===== config.mk =====
export PLATFORM = sky130hd
export DESIGN_NAME = systolic_mac_array
export DESIGN_NICKNAME = d
export VERILOG_FILES = /design/src/rtl/systolic_pkg.sv /design/src/rtl/systolic_pe.sv /design/src/rtl/systolic_mac_array.sv
export SDC_FILE = /design/constraint.sdc
export NUM_CORES = 1
export LEC_CHECK = 0
export CORE_MARGIN = 2
export CORE_UTILIZATION = 55
export CTS_CLUSTER_SIZE = 28
export DETAILED_ROUTE_END_ITERATION = 16
export GPL_TIMING_DRIVEN = 0
export PLACE_DENSITY = 0.84
export SYNTH_ARGS = -nofsm -noshare
export SYNTH_HDL_FRONTEND = slang
export SYNTH_HIERARCHICAL = 1
export SYNTH_SLANG_ARGS = --single-unit

===== constraint.sdc =====
create_clock -name clock -period 6 [get_ports clock]
set_clock_uncertainty 0.15 [all_clocks]
set_input_delay 0.9 -clock clock [delete_from_list [all_inputs] [get_ports clock]]
set_output_delay 0.9 -clock clock [all_outputs]
set_load 0.02 [all_outputs]

===== src/rtl/systolic_pkg.sv =====
// Shared types and default sizes for the output-stationary systolic MAC array.
package systolic_pkg;

   localparam int unsigned DEF_ROWS      = 2;
   localparam int unsigned DEF_COLUMNS   = 2;
   localparam int unsigned DEF_WIDTH     = 8;
   localparam int unsigned DEF_ACC_WIDTH = 2 * DEF_WIDTH + 4;

   typedef enum logic [1:0] {
      IDLE  = 2'd0,
      LOAD  = 2'd1,
      DRAIN = 2'd2,
      DONE  = 2'd3
   } state_e;

   // Drain counter must hold values up to rows+cols.
   function automatic int unsigned drain_cnt_w(input int unsigned rows, input int unsigned cols);
      return $clog2(rows + cols + 1);
   endfunction

endpackage


===== src/rtl/systolic_pe.sv =====
// One processing element: forwards a right and b down, accumulates a*b.
// SYSTOLIC_SATURATE_EN selects saturating accumulation; otherwise wraps.
module systolic_pe
   import systolic_pkg::*;
#(
   parameter int unsigned WIDTH     = DEF_WIDTH,
   parameter int unsigned ACC_WIDTH = 2 * WIDTH + 4
) (
   input  logic                 clock,
   input  logic                 reset,
   input  logic                 clr_i,
   input  logic [WIDTH-1:0]     a_i,
   input  logic [WIDTH-1:0]     b_i,
   output logic [WIDTH-1:0]     a_o,
   output logic [WIDTH-1:0]     b_o,
   output logic [ACC_WIDTH-1:0] acc_o
);

   localparam int unsigned PROD_W = 2 * WIDTH;
   localparam int unsigned SUM_W  = ACC_WIDTH + 1;

   logic [WIDTH-1:0]     a_q;
   logic [WIDTH-1:0]     b_q;
   logic [ACC_WIDTH-1:0] acc_q;
   logic [ACC_WIDTH-1:0] acc_d;
   logic [PROD_W-1:0]    prod;

   assign prod = PROD_W'(a_i) * PROD_W'(b_i);

`ifdef SYSTOLIC_SATURATE_EN
   logic [SUM_W-1:0] sum;

   // Carry out of the accumulator pins it at all-ones until cleared.
   always_comb begin
      sum   = {1'b0, acc_q} + SUM_W'(prod);
      acc_d = sum[ACC_WIDTH] ? '1 : sum[ACC_WIDTH-1:0];
   end
`else
   always_comb begin
      acc_d = acc_q + ACC_WIDTH'(prod);
   end
`endif

   always_ff @(posedge clock) begin
      if (reset) begin
         a_q   <= '0;
         b_q   <= '0;
         acc_q <= '0;
      end else begin
         a_q   <= a_i;
         b_q   <= b_i;
         acc_q <= clr_i ? '0 : acc_d;
      end
   end

   assign a_o   = a_q;
   assign b_o   = b_q;
   assign acc_o = acc_q;

endmodule


===== src/rtl/systolic_mac_array.sv =====
// ROWS x COLUMNS output-stationary systolic matrix multiplier with input skew and handshakes.
// SYSTOLIC_SATURATE_EN selects saturating accumulators (see systolic_pe).
module systolic_mac_array
   import systolic_pkg::*;
#(
   parameter int unsigned ROWS      = DEF_ROWS,
   parameter int unsigned COLUMNS   = DEF_COLUMNS,
   parameter int unsigned WIDTH     = DEF_WIDTH,
   parameter int unsigned ACC_WIDTH = 2 * WIDTH + 4
) (
   input  logic                              clock,
   input  logic                              reset,
   input  logic                              in_valid,
   output logic                              in_ready,
   input  logic                              in_last,
   input  logic [ROWS*WIDTH-1:0]             a,
   input  logic [COLUMNS*WIDTH-1:0]          b,
   output logic                              out_valid,
   input  logic                              out_ready,
   output logic [ROWS*COLUMNS*ACC_WIDTH-1:0] c,
   output logic                              busy
);

   localparam int unsigned CNT_W = drain_cnt_w(ROWS, COLUMNS);

   state_e           state_q;
   logic [CNT_W-1:0] cnt_q;
   logic             in_ready_q;
   logic             out_valid_q;
   logic             busy_q;
   logic             fire;
   logic             clr;

   logic [WIDTH-1:0] a_h [ROWS][COLUMNS];
   logic [WIDTH-1:0] b_v [ROWS][COLUMNS];

   assign fire = in_valid & in_ready_q;
   assign clr  = out_valid_q & out_ready;

   // Control FSM; drain counter covers the skew plus grid traversal.
   always_ff @(posedge clock) begin
      if (reset) begin
         state_q     <= IDLE;
         cnt_q       <= '0;
         in_ready_q  <= 1'b0;
         out_valid_q <= 1'b0;
         busy_q      <= 1'b0;
      end else begin
         case (state_q)
            IDLE, LOAD: begin
               in_ready_q <= 1'b1;
               if (fire) begin
                  busy_q <= 1'b1;
                  if (in_last) begin
                     state_q    <= DRAIN;
                     cnt_q      <= CNT_W'(ROWS + COLUMNS - 1);
                     in_ready_q <= 1'b0;
                  end else begin
                     state_q <= LOAD;
                  end
               end
            end
            DRAIN: begin
               if (cnt_q == '0) begin
                  state_q     <= DONE;
                  out_valid_q <= 1'b1;
               end else begin
                  cnt_q <= cnt_q - CNT_W'(1);
               end
            end
            DONE: begin
               if (out_ready) begin
                  state_q     <= IDLE;
                  out_valid_q <= 1'b0;
                  busy_q      <= 1'b0;
                  in_ready_q  <= 1'b1;
               end
            end
            default: state_q <= IDLE;
         endcase
      end
   end

   assign in_ready  = in_ready_q;
   assign out_valid = out_valid_q;
   assign busy      = busy_q;

   // Row skew: row i sees its a operand i cycles late; bubbles inject zero.
   for (genvar i = 0; i < ROWS; i++) begin : g_askew
      if (i == 0) begin : g_direct
         assign a_h[0][0] = fire ? a[0 +: WIDTH] : '0;
      end else begin : g_delay
         logic [WIDTH-1:0] sr_q [i];
         always_ff @(posedge clock) begin
            if (reset) begin
               for (int d = 0; d < i; d++) sr_q[d] <= '0;
            end else begin
               sr_q[0] <= fire ? a[i*WIDTH +: WIDTH] : '0;
               for (int d = 1; d < i; d++) sr_q[d] <= sr_q[d-1];
            end
         end
         assign a_h[i][0] = sr_q[i-1];
      end
   end

   // Column skew: column j sees its b operand j cycles late.
   for (genvar j = 0; j < COLUMNS; j++) begin : g_bskew
      if (j == 0) begin : g_direct
         assign b_v[0][0] = fire ? b[0 +: WIDTH] : '0;
      end else begin : g_delay
         logic [WIDTH-1:0] sr_q [j];
         always_ff @(posedge clock) begin
            if (reset) begin
               for (int d = 0; d < j; d++) sr_q[d] <= '0;
            end else begin
               sr_q[0] <= fire ? b[j*WIDTH +: WIDTH] : '0;
               for (int d = 1; d < j; d++) sr_q[d] <= sr_q[d-1];
            end
         end
         assign b_v[0][j] = sr_q[j-1];
      end
   end

   for (genvar i = 0; i < ROWS; i++) begin : g_row
      for (genvar j = 0; j < COLUMNS; j++) begin : g_col
         logic [WIDTH-1:0] a_nxt;
         logic [WIDTH-1:0] b_nxt;

         systolic_pe #(
            .WIDTH     (WIDTH),
            .ACC_WIDTH (ACC_WIDTH)
         ) u_pe (
            .clock (clock),
            .reset (reset),
            .clr_i (clr),
            .a_i   (a_h[i][j]),
            .b_i   (b_v[i][j]),
            .a_o   (a_nxt),
            .b_o   (b_nxt),
            .acc_o (c[(i*COLUMNS+j)*ACC_WIDTH +: ACC_WIDTH])
         );

         // Edge PEs have nowhere to forward their operands.
         if (j + 1 < COLUMNS) begin : g_ar
            assign a_h[i][j+1] = a_nxt;
         end else begin : g_ae
            logic [WIDTH-1:0] a_unused;
            assign a_unused = a_nxt;
         end
         if (i + 1 < ROWS) begin : g_bd
            assign b_v[i+1][j] = b_nxt;
         end else begin : g_be
            logic [WIDTH-1:0] b_unused;
            assign b_unused = b_nxt;
         end
      end
   end

endmodule


After elaboration in Yosys (flattened, before gate mapping)
Memories as Yosys holds them, arrays and structs flattened.
Index checks and enable logic that the tools add are counted.
{ "word_totals": {"output_inout_bits": 83, "n_memories": 2, "register_bits": 120, "ramBits": 16, "in_bits": 37} }
{ "memory_table": {"columns": ["name", "depth", "word_bits", "read_ports", "rd_clocked_by_memory_dff", "wr", "line_no", "text"], "rows": [
  ["g_askew[1].g_delay.sr_q", 1, 8, 1, 0, 1, "systolic_mac_array.sv:93", "logic [WIDTH-1:0] sr_q [i];"],
  ["g_bskew[1].g_delay.sr_q", 1, 8, 1, 0, 1, "systolic_mac_array.sv:111", "logic [WIDTH-1:0] sr_q [j];"]
]} }
{ "op_classes": {"n_addsub": 5, "reduce_logical": 14, "mux": 29, "mul": 4, "bitwise": 2, "eq_ne": 8} }
{ "ops": {"columns": ["op", "count"], "rows": [
  ["adder 20 x 16 -> 20 bit", 4],
  ["multiplier 8 x 8 -> 16 bit", 4],
  ["two-way mux 8 bit", 6],
  ["OR reduction 8 bit", 2],
  ["two-way mux 1 bit", 11],
  ["inequality test 2 bit (second input constant)", 5],
  ["two-way mux 3 bit", 3],
  ["AND reduction 3 bit", 3],
  ["two-way mux 2 bit", 4],
  ["case mux 1 bit (2 select lines)", 3],
  ["case mux 2 bit (3 select lines)", 1],
  ["case mux 3 bit (2 select lines)", 1],
  ["nonzero test 2 bit", 3],
  ["== test 2 bit (second input constant)", 2],
  ["AND reduction 4 bit", 1],
  ["OR reduction 2 bit", 2],
  ["logical NOT 3 bit", 1],
  ["subtractor 3 x 1 -> 3 bit (second input constant)", 1],
  ["AND 1 bit", 2],
  ["== test 2 x 1 -> 1 bit (second input constant)", 1],
  ["logical NOT 2 bit", 1],
  ["AND reduction 2 bit", 1]
]} }

Depth between registers and ports, before layout
Gate-level depths: netlist of run 1.
{ "logic_depth": {"depth_word": 4, "mapped_depth": 19, "ltp_nobuf": 16} }

Cells and area by module
Netlist of run 1, hierarchy kept.
{ "modules_own_cells": {"columns": ["module", "area_each_um2", "instances", "seq_area_each_um2", "cells_per_inst"], "rows": [
  ["systolic_pe (g_row[0].g_col[1].u_pe)", 3803.6, 1, 720.7, 425],
  ["systolic_pe (g_row[1].g_col[0].u_pe)", 3794.9, 1, 720.7, 438],
  ["systolic_pe (g_row[1].g_col[1].u_pe)", 3779.9, 1, 720.7, 436],
  ["systolic_pe (g_row[0].g_col[0].u_pe)", 3776.1, 1, 720.7, 434],
  ["systolic_mac_array", 954.7, 1, 480.5, 98]
]} }

Least setup slack after synthesis of run 1
Ideal clock, no wire load.
{ "synth_path": {"path_type": "input port to flip-flop", "start": "input in_valid", "end": "register g_row[0].g_col[0].u_pe.acc_q[17]", "n_path_buf": 3, "t_arrival_ns": 5.203, "setup_time_ns": 0.134, "required_ns": 5.716, "setup_slack_ns": 0.513, "cell_stages": 17, "path_cell_list": "buf_4 -> clkbuf_1 -> and3_1 -> clkbuf_1 -> and2_1 -> fa_1 -> fa_1 -> fa_1 -> inv_1 -> fa_1 -> inv_1 -> ha_1 -> a2111oi_0 -> a211oi_1 -> a21boi_1 -> mux2i_1 -> o311ai_1"} }
{ "synth_lines": {"columns": ["item", "line_no", "text"], "rows": [
  ["start: declaration", "systolic_mac_array.sv:13", "input logic in_valid,"],
  ["end signal: assignment", "systolic_pe.sv:52", "acc_q <= clr_i ? '0 : acc_d;"],
  ["end: declaration", "systolic_pe.sv:24", "logic [ACC_WIDTH-1:0] acc_q;"]
]} }

==> results of run 1 <==
## worst max-delay path, cell delays in order
cell	delay (ns)
clkdlybuf4s50_1	0.47
buf_4	0.15
and3_1	0.51
and2_1	0.23
fa_1	0.43
fa_1	0.54
fa_1	0.56
inv_1	0.06
fa_1	0.53
inv_1	0.05
ha_1	0.38
a2111oi_1	0.40
a211oi_1	0.12
a21boi_1	0.27
mux2i_1	0.21
o311ai_1	0.11
## report_power, final
part	switching (mW)	internal, mW	leakage (nW)
combinational	0.183	0.126	7.45
clock	0.436	0.647	0.283
sequential	0.0261	0.925	1.10
total	0.645	1.70	8.83
## worst paths after layout
path / slack [ns] / endpoint / start
max reg2reg: 0.36 / g_row[0].g_col[0].u_pe/acc_o[17] / in_ready
max: 0.21 / g_row[0].g_col[0].u_pe/acc_o[17] / in_valid
min: 0.33 / g_row[0].g_col[0].u_pe/acc_o[19] / g_row[0].g_col[0].u_pe/acc_o[19]
min reg2reg: 0.33 / g_row[0].g_col[0].u_pe/acc_o[19] / g_row[0].g_col[0].u_pe/acc_o[19]
## per-layer routing
metal  GRT usage  vias up
met2       0.455      390
met4       0.100        0
li1            -     5765
met1       0.338     6042
met5           0        -
met3      0.0398       88
## flip-flops by register name, indices dropped and copies added, names as in the netlist
signal                  cells
busy                        1
g_askew.g_delay.sr_q        8
g_bskew.g_delay.sr_q        8
in_ready                    1
state_q                     2
out_valid                   1
g_row.g_col.u_pe/a_o       16
g_row.g_col.u_pe/b_o       16
cnt_q                       3
g_row.g_col.u_pe/acc_o     80
## timing repair
| item | 4_1_cts | 5_1_grt |
|---|---|---|
| setup buffers | 0 | 0 |
| resized for setup | 6 | 15 |
| hold endpoints to repair | 0 | 0 |
| setup endpoints to repair | 8 | 10 |
| pin swaps | 0 | 0 |
## cells in the final DEF (no fill, tap or decap), types with 34 or more instances in the layout
cell type / count
a21oi_1: 44
and2_1: 168
clkbuf_1: 38
clkdlybuf4s50_1: 119
dfxtp_1: 136
fa_1: 200
ha_1: 166
inv_1: 398
nand2_1: 181
nor2_1: 58
nor2b_1: 34
## stage by stage
| stage | cells | power [mW] | setup WS (ns) | utilization |
|---|---|---|---|---|
| detailed placement | 2257 | 1.27 | -0.747 | 0.624 |
| global placement | 2257 | 1.26 | -0.597 | 0.624 |
| CTS | 2284 | 2.35 | 0.0220 | 0.646 |
| floorplan | 1766 | 1.15 | 0.513 | - |
| finish | 2284 | 2.34 | 0.212 | 0.647 |
| global route | 2284 | 2.43 | 0.0148 | 0.647 |
## final cells by class
cell class,instances,share of cell area
Inverter,398,0.0852
Sequential cell,136,0.155
Tap cell,372,0.0265
Clock buffer,22,0.0270
Multi-Input combinational cell,1175,0.619
Clock inverter,10,0.00678
Timing Repair Buffer,119,0.0679
Buffer,52,0.0126
==> results.ini, run 1 <==
[detailed_routing]
vias=12300
drt-pass1-iter-count=7
route.met2.wl_mm=17.9
drt-vias-per-instance=5.38
routedWlPerCell_um=16.0
drc_errors=0
highest_layer=met4
wl_met3_mm=2.13
drtIter0Drc=747
ant_nets=0
wl_met1_mm=15.4
wl_mm=36.5

[sta]
max_slew_margin=0.263
maxSlewViolCount=0
finalHoldViolCount=0
grt_setup_unrepaired=false
fin_crit_ns=5.79
min_period_over_period=0.965
setup_tns_ns=0
fmax_ghz=0.173
worst_pin_slew_ns=1.10
finalSetupViolations=0
whs_ns=0.326

[power]
peakVddDrop_mv=0.135
power.leakage_nw=8.83
power.density_nw_per_um2=134

[finish]
n_fill_cell=2187
antenna_cells=0
fin_area_um2=17500
syn2layout_area_growth_pct=14.9
drive_above_1_share=0.0492
multi_input_area_um2=10900
regArea_um2=2720
final_net_count=2302

[clock_network]
clk_path_buf_depth=2
clkLatencyLatePin_ns=0.43
ctsHoldBuffers=0
numCtsBuffers=17
clk_pin_slew_ns=0.06
cts.sinks=136
cts_tree=yes
htree_num_levels=4
root_buffer=clkbuf_16

[synthesis]
syn_area_um2=15300
synth_nets=2169
syn_inst=1766
post_synth.cell_area_avg_um2=8.64
ys_warn_count=6

[global_route]
grt_pass1_vias=12800
grt_max_degree=22
grt_pass1_wl_mm=61.1
grt_overflow=0
groute.usage.overall=0.265
antenna_found_initial=0

[setup_path]
cp-start-kind=input port
worst-path-max-fanout=10
cp.arrival_ns=5.93
path_class=input port to flip-flop
reg2regPathDepth=16
crit_path_end_kind=flip-flop
crit_required_ns=6.15

[floorplan]
core_um2=27100
dieArea_um2=29100
die_h_um=171
num_rows=60
start_util=0.563
io_pins=120
die_w_um=171

[placement]
io_buffers=119
dp_hpwl_mm=28.4
gp_congestion=0.969
post_dp_cell_area_um2=16900

[hold_path]
min_path_cells=2
hold_class=flip-flop to flip-flop

[outcome]
outcome=finished clean

[job]
drv_cap=0

No activity file was read; power rests on OpenSTA's default activity.
==> inputs of run 2 (changes only) <==
Settings changed: PLACE_DENSITY 0.84 to 0.76.
==> results.ini, run 2 (synthesized netlist as in run 1, its figures left out) <==
[placement]
io_buffers=119  ; unchanged
dp_cells=2257  ; unchanged
place_ws_ns=-0.557  ; +0.191 ns
gp_congestion=0.931  ; -4.0%
post_dp_cell_area_um2=16900  ; unchanged
dp_hpwl_mm=28.0  ; -1.4%

[sta]
max_slew_margin=0.323  ; +0.0596
fin_ws_ns=0.247  ; +0.0348 ns
fin_crit_ns=5.75  ; -0.0348 ns
finalHoldViolCount=0  ; unchanged
maxSlewViolCount=0  ; unchanged
worst_pin_slew_ns=1.02  ; -0.0894 ns
min_period_over_period=0.959  ; -0.00580
fmax_ghz=0.174  ; +0.60%
whs_ns=0.347  ; +0.0214 ns
setup_tns_ns=0  ; unchanged
finalSetupViolations=0  ; unchanged

[clock_network]
clk_pin_slew_ns=0.07  ; about the same
root_buffer=clkbuf_16
cts_tree=yes
numCtsBuffers=17  ; unchanged
ctsHoldBuffers=0  ; unchanged
clkLatencyLatePin_ns=0.43  ; about the same
htree_num_levels=4  ; unchanged
cts_setup_buffers=0  ; unchanged
cts.sinks=136  ; unchanged
clk_path_buf_depth=2  ; unchanged

[global_route]
grt_pass1_vias=12700  ; -1.1%
grt_max_degree=22  ; unchanged
grt_overflow=0  ; unchanged
grt_pass1_wl_mm=59.8  ; -2.0%
antenna_found_initial=0  ; unchanged
groute.usage.overall=0.256  ; -0.00888

[detailed_routing]
routedWlPerCell_um=15.5  ; -2.9%
vias=12100  ; -1.5%
drt-pass1-iter-count=5  ; -2
drc_errors=0  ; unchanged
ant_nets=0  ; unchanged
wl_mm=35.5  ; -2.9%
drt-vias-per-instance=5.30  ; -1.5%
drtIter0Drc=749  ; +0.27%

[hold_path]
min-delay-start=g_row[0].g_col[1].u_pe/acc_o[19]
hold_class=flip-flop to flip-flop

[floorplan]
start_util=0.563  ; unchanged
io_pins=120  ; unchanged
dieArea_um2=29100  ; unchanged
die_h_um=171  ; unchanged
num_rows=60  ; unchanged
core_um2=27100  ; unchanged
die_w_um=171  ; unchanged

[finish]
drive_above_1_share=0.0497  ; +0.000523
layout_commonest_cell=inv_1
syn2layout_area_growth_pct=14.9  ; about the same
fin_area_um2=17500  ; about the same
final_cell_mix=inv_1, fa_1, nand2_1
final_net_count=2302  ; unchanged
final_cells=2284  ; unchanged
largest_reg_flops=80  ; unchanged
final_util=0.647  ; about the same
antenna_cells=0  ; unchanged

[setup_path]
cp.arrival_ns=5.90  ; -0.03 ns
cp-startpoint=in_valid
crit_path_end_kind=flip-flop
crit_required_ns=6.15  ; about the same
cp-start-kind=input port
worst-path-max-fanout=10  ; unchanged
path_class=input port to flip-flop
timing.rr.start=in_ready

[power]
finalPower_mw=2.36  ; +0.57%
peakVddDrop_mv=0.132  ; -2.5%
power.leakage_nw=8.84  ; about the same
power.density_nw_per_um2=134  ; +0.58%

[outcome]
outcome=finished clean

[job]
drv_cap=0  ; unchanged

run 2: routing by layer:
metal / vias to the layer above / GRT usage / share of wire / wire length [um]
met5: - / 0 / 0 / 0
met4: 0 / 0.0877 / 0.024 / 840
met3: 64 / 0.0372 / 0.047 / 1680
met2: 358 / 0.443 / 0.50 / 17700
met1: 5911 / 0.328 / 0.43 / 15300
li1: 5765 / - / - / -
run 2: path summary, 6_finish.rpt:
path	cells after the start	slack, ns	endpoint
hold reg to reg	2	0.35	g_row[0].g_col[1].u_pe/acc_o[19]
hold / removal	2	0.35	g_row[0].g_col[1].u_pe/acc_o[19]
setup / recovery	17	0.25	g_row[0].g_col[0].u_pe/acc_o[17]
setup reg to reg	16	0.54	g_row[0].g_col[0].u_pe/acc_o[17]
run 2: layout make-up:
type	count	area, um^2
clock inverters	14	174
flip-flops and latches	136	2720
well taps	372	465
inverters	398	1490
repair buffers	119	1190
plain buffers	52	220
multi-input cells	1175	10800
clock buffers	18	429
fillers	2266	9570
run 2: critical path, cell delays in order:
cell             delay [ns]
clkdlybuf4s50_1        0.48
buf_4                  0.16
clkbuf_2               0.19
and3_2                 0.33
and2_1                 0.18
fa_1                   0.46
fa_1                   0.52
fa_1                   0.56
inv_1                  0.06
fa_1                   0.54
inv_1                  0.05
ha_1                   0.37
a2111oi_0              0.41
a211oi_1               0.14
a21boi_2               0.20
mux2i_1                0.21
o311ai_1               0.14
run 2: power breakdown:
part / leakage [nW] / internal, mW / switching (mW)
clock network: 0.283 / 0.656 / 0.446
logic: 7.46 / 0.125 / 0.177
registers: 1.10 / 0.925 / 0.0266
total: 8.84 / 1.71 / 0.650
run 2: repair_timing:
item	in CTS	in global routing
endpoints found under the setup margin	3	10
resized for setup	3	14
pin swaps	0	1
==> inputs of run 3 (changes only) <==
Settings changed: SKIP_CTS_REPAIR_TIMING set to 1, TNS_END_PERCENT set to 30.
==> results.ini, run 3 (synthesized netlist as in run 1, its figures left out) <==
[outcome]
outcome=finished clean

[clock_network]
numCtsBuffers=17  ; unchanged
clk_pin_slew_ns=0.07  ; about the same
htree_num_levels=4  ; unchanged
root_buffer=clkbuf_16
clk_path_buf_depth=2  ; unchanged
cts_tree=yes
clkLatencyLatePin_ns=0.43  ; about the same
cts.sinks=136  ; unchanged

[floorplan]
core_um2=27100  ; unchanged
dieArea_um2=29100  ; unchanged
start_util=0.563  ; unchanged
die_w_um=171  ; unchanged
io_pins=120  ; unchanged
die_h_um=171  ; unchanged
num_rows=60  ; unchanged

[sta]
fmax_ghz=0.173  ; -0.58%
worst_pin_slew_ns=1.03  ; +0.0129 ns
finalHoldViolCount=0  ; unchanged
whs_ns=0.352  ; +0.00488 ns
fin_crit_ns=5.79  ; +0.0335 ns
max_slew_margin=0.314  ; -0.00861
maxSlewViolCount=0  ; unchanged
finalSetupViolations=0  ; unchanged
fin_ws_ns=0.213  ; -0.0335 ns
min_period_over_period=0.964  ; +0.00559

[setup_path]
cp-startpoint=in_valid
crit_required_ns=6.14  ; about the same
crit_path_end_kind=flip-flop
path_class=input port to flip-flop
crit_top_cell=fa_1
critPathTopFamily=adder cells
worst-path-max-fanout=10  ; unchanged
path_depth=17  ; unchanged
slowest_delay_ns=0.56  ; about the same
crit_buf_inv=5  ; unchanged
crit_chain=clkdlybuf4s50_1, buf_4, clkbuf_2, and3_2, and2_1, fa_1, fa_1, fa_1, inv_1, fa_1, inv_1, ha_1, a2111oi_0, a211oi_1, a21boi_2, mux2i_1, o311ai_1
timing.rr.start=in_ready
cp-start-kind=input port
crit_slowest_cell=fa_1
reg2regPathDepth=17  ; +1
cp.arrival_ns=5.93  ; +0.03 ns

[placement]
post_dp_cell_area_um2=16900  ; unchanged
dp_hpwl_mm=28.0  ; unchanged
io_buffers=119  ; unchanged
gp_congestion=0.931  ; unchanged
place_ws_ns=-0.557  ; unchanged

[finish]
fin_area_um2=17500  ; about the same
final_cell_mix=inv_1, fa_1, nand2_1
layout_commonest_cell=inv_1
final_net_count=2302  ; unchanged
n_fill_cell=2268  ; +0.088%
syn2layout_area_growth_pct=14.9  ; about the same
final_util=0.647  ; about the same
antenna_cells=0  ; unchanged
drive_above_1_share=0.0497  ; unchanged
largest_reg_flops=80  ; unchanged

[power]
finalPower_mw=2.36  ; about the same
power.density_nw_per_um2=134  ; about the same
power.leakage_nw=8.84  ; about the same
peakVddDrop_mv=0.132  ; -0.23%

[job]
drv_cap=0  ; unchanged

[global_route]
groute.usage.overall=0.256  ; about the same
antenna_found_initial=0  ; unchanged
grt_pass1_wl_mm=59.9  ; about the same
grt_max_degree=22  ; unchanged
grt_pass1_vias=12700  ; -0.024%
grt_overflow=0  ; unchanged

[detailed_routing]
routedWlPerCell_um=15.5  ; -0.37%
drt-vias-per-instance=5.31  ; +0.31%
drt-pass1-iter-count=7  ; +2
vias=12100  ; +0.31%
ant_nets=0  ; unchanged
drc_errors=0  ; unchanged
wl_mm=35.4  ; -0.37%
drtIter0Drc=832  ; +11%

[hold_path]
min_path_cells=2  ; unchanged
hold_class=flip-flop to flip-flop
min-delay-start=g_row[0].g_col[0].u_pe/acc_o[19]

==> run 3: cell counts in the layout (fill, tap and decap cells not counted) <==
Identical to the previous run, type by type.
==> run 3: worst paths after layout <==
kind	end	slack, ns
setup / recovery	g_row[0].g_col[0].u_pe/acc_o[17]	0.21
setup reg to reg	g_row[0].g_col[0].u_pe/acc_o[18]	0.52
hold / removal	g_row[0].g_col[0].u_pe/acc_o[19]	0.35
hold reg to reg	g_row[0].g_col[0].u_pe/acc_o[19]	0.35
==> run 3: tightest hold or removal path, cell delays in order, from the launching register on <==
cell     delay [ns]
dfxtp_1        0.33
nand2_1        0.06
mux2i_1        0.06
==> run 3: area by class of cell <==
cell class	count	area [um^2]	share of cell area
Buffer	52	220	0.0126
Clock buffer	18	429	0.0245
Clock inverter	14	174	0.00992
Inverter	398	1490	0.0852
Multi-Input combinational cell	1175	10800	0.618
Sequential cell	136	2720	0.155
Tap cell	372	465	0.0265
Timing Repair Buffer	119	1190	0.0679
==> run 3: routing by layer <==
metal	track usage	share of wire	up-vias
met3	0.0372	0.052	65
met1	0.328	0.43	5920
met5	0	0	-
met4	0.0881	0.023	0
met2	0.443	0.50	381
li1	-	-	5770
==> run 3: through the flow <==
step | setup TNS (ns) | instances
floorplan | 0 | 1766
global placement | -3.25 | 2257
detailed placement | -3.42 | 2257
CTS | -0.170 | 2289
global route | -0.00939 | 2284
finish | 0 | 2284
==> run 3: where the power goes <==
group	switching (mW)	internal (mW)	leakage (nW)
clock network	0.446	0.657	0.283
registers	0.0264	0.925	1.10
logic	0.177	0.125	7.46
total	0.649	1.71	8.84
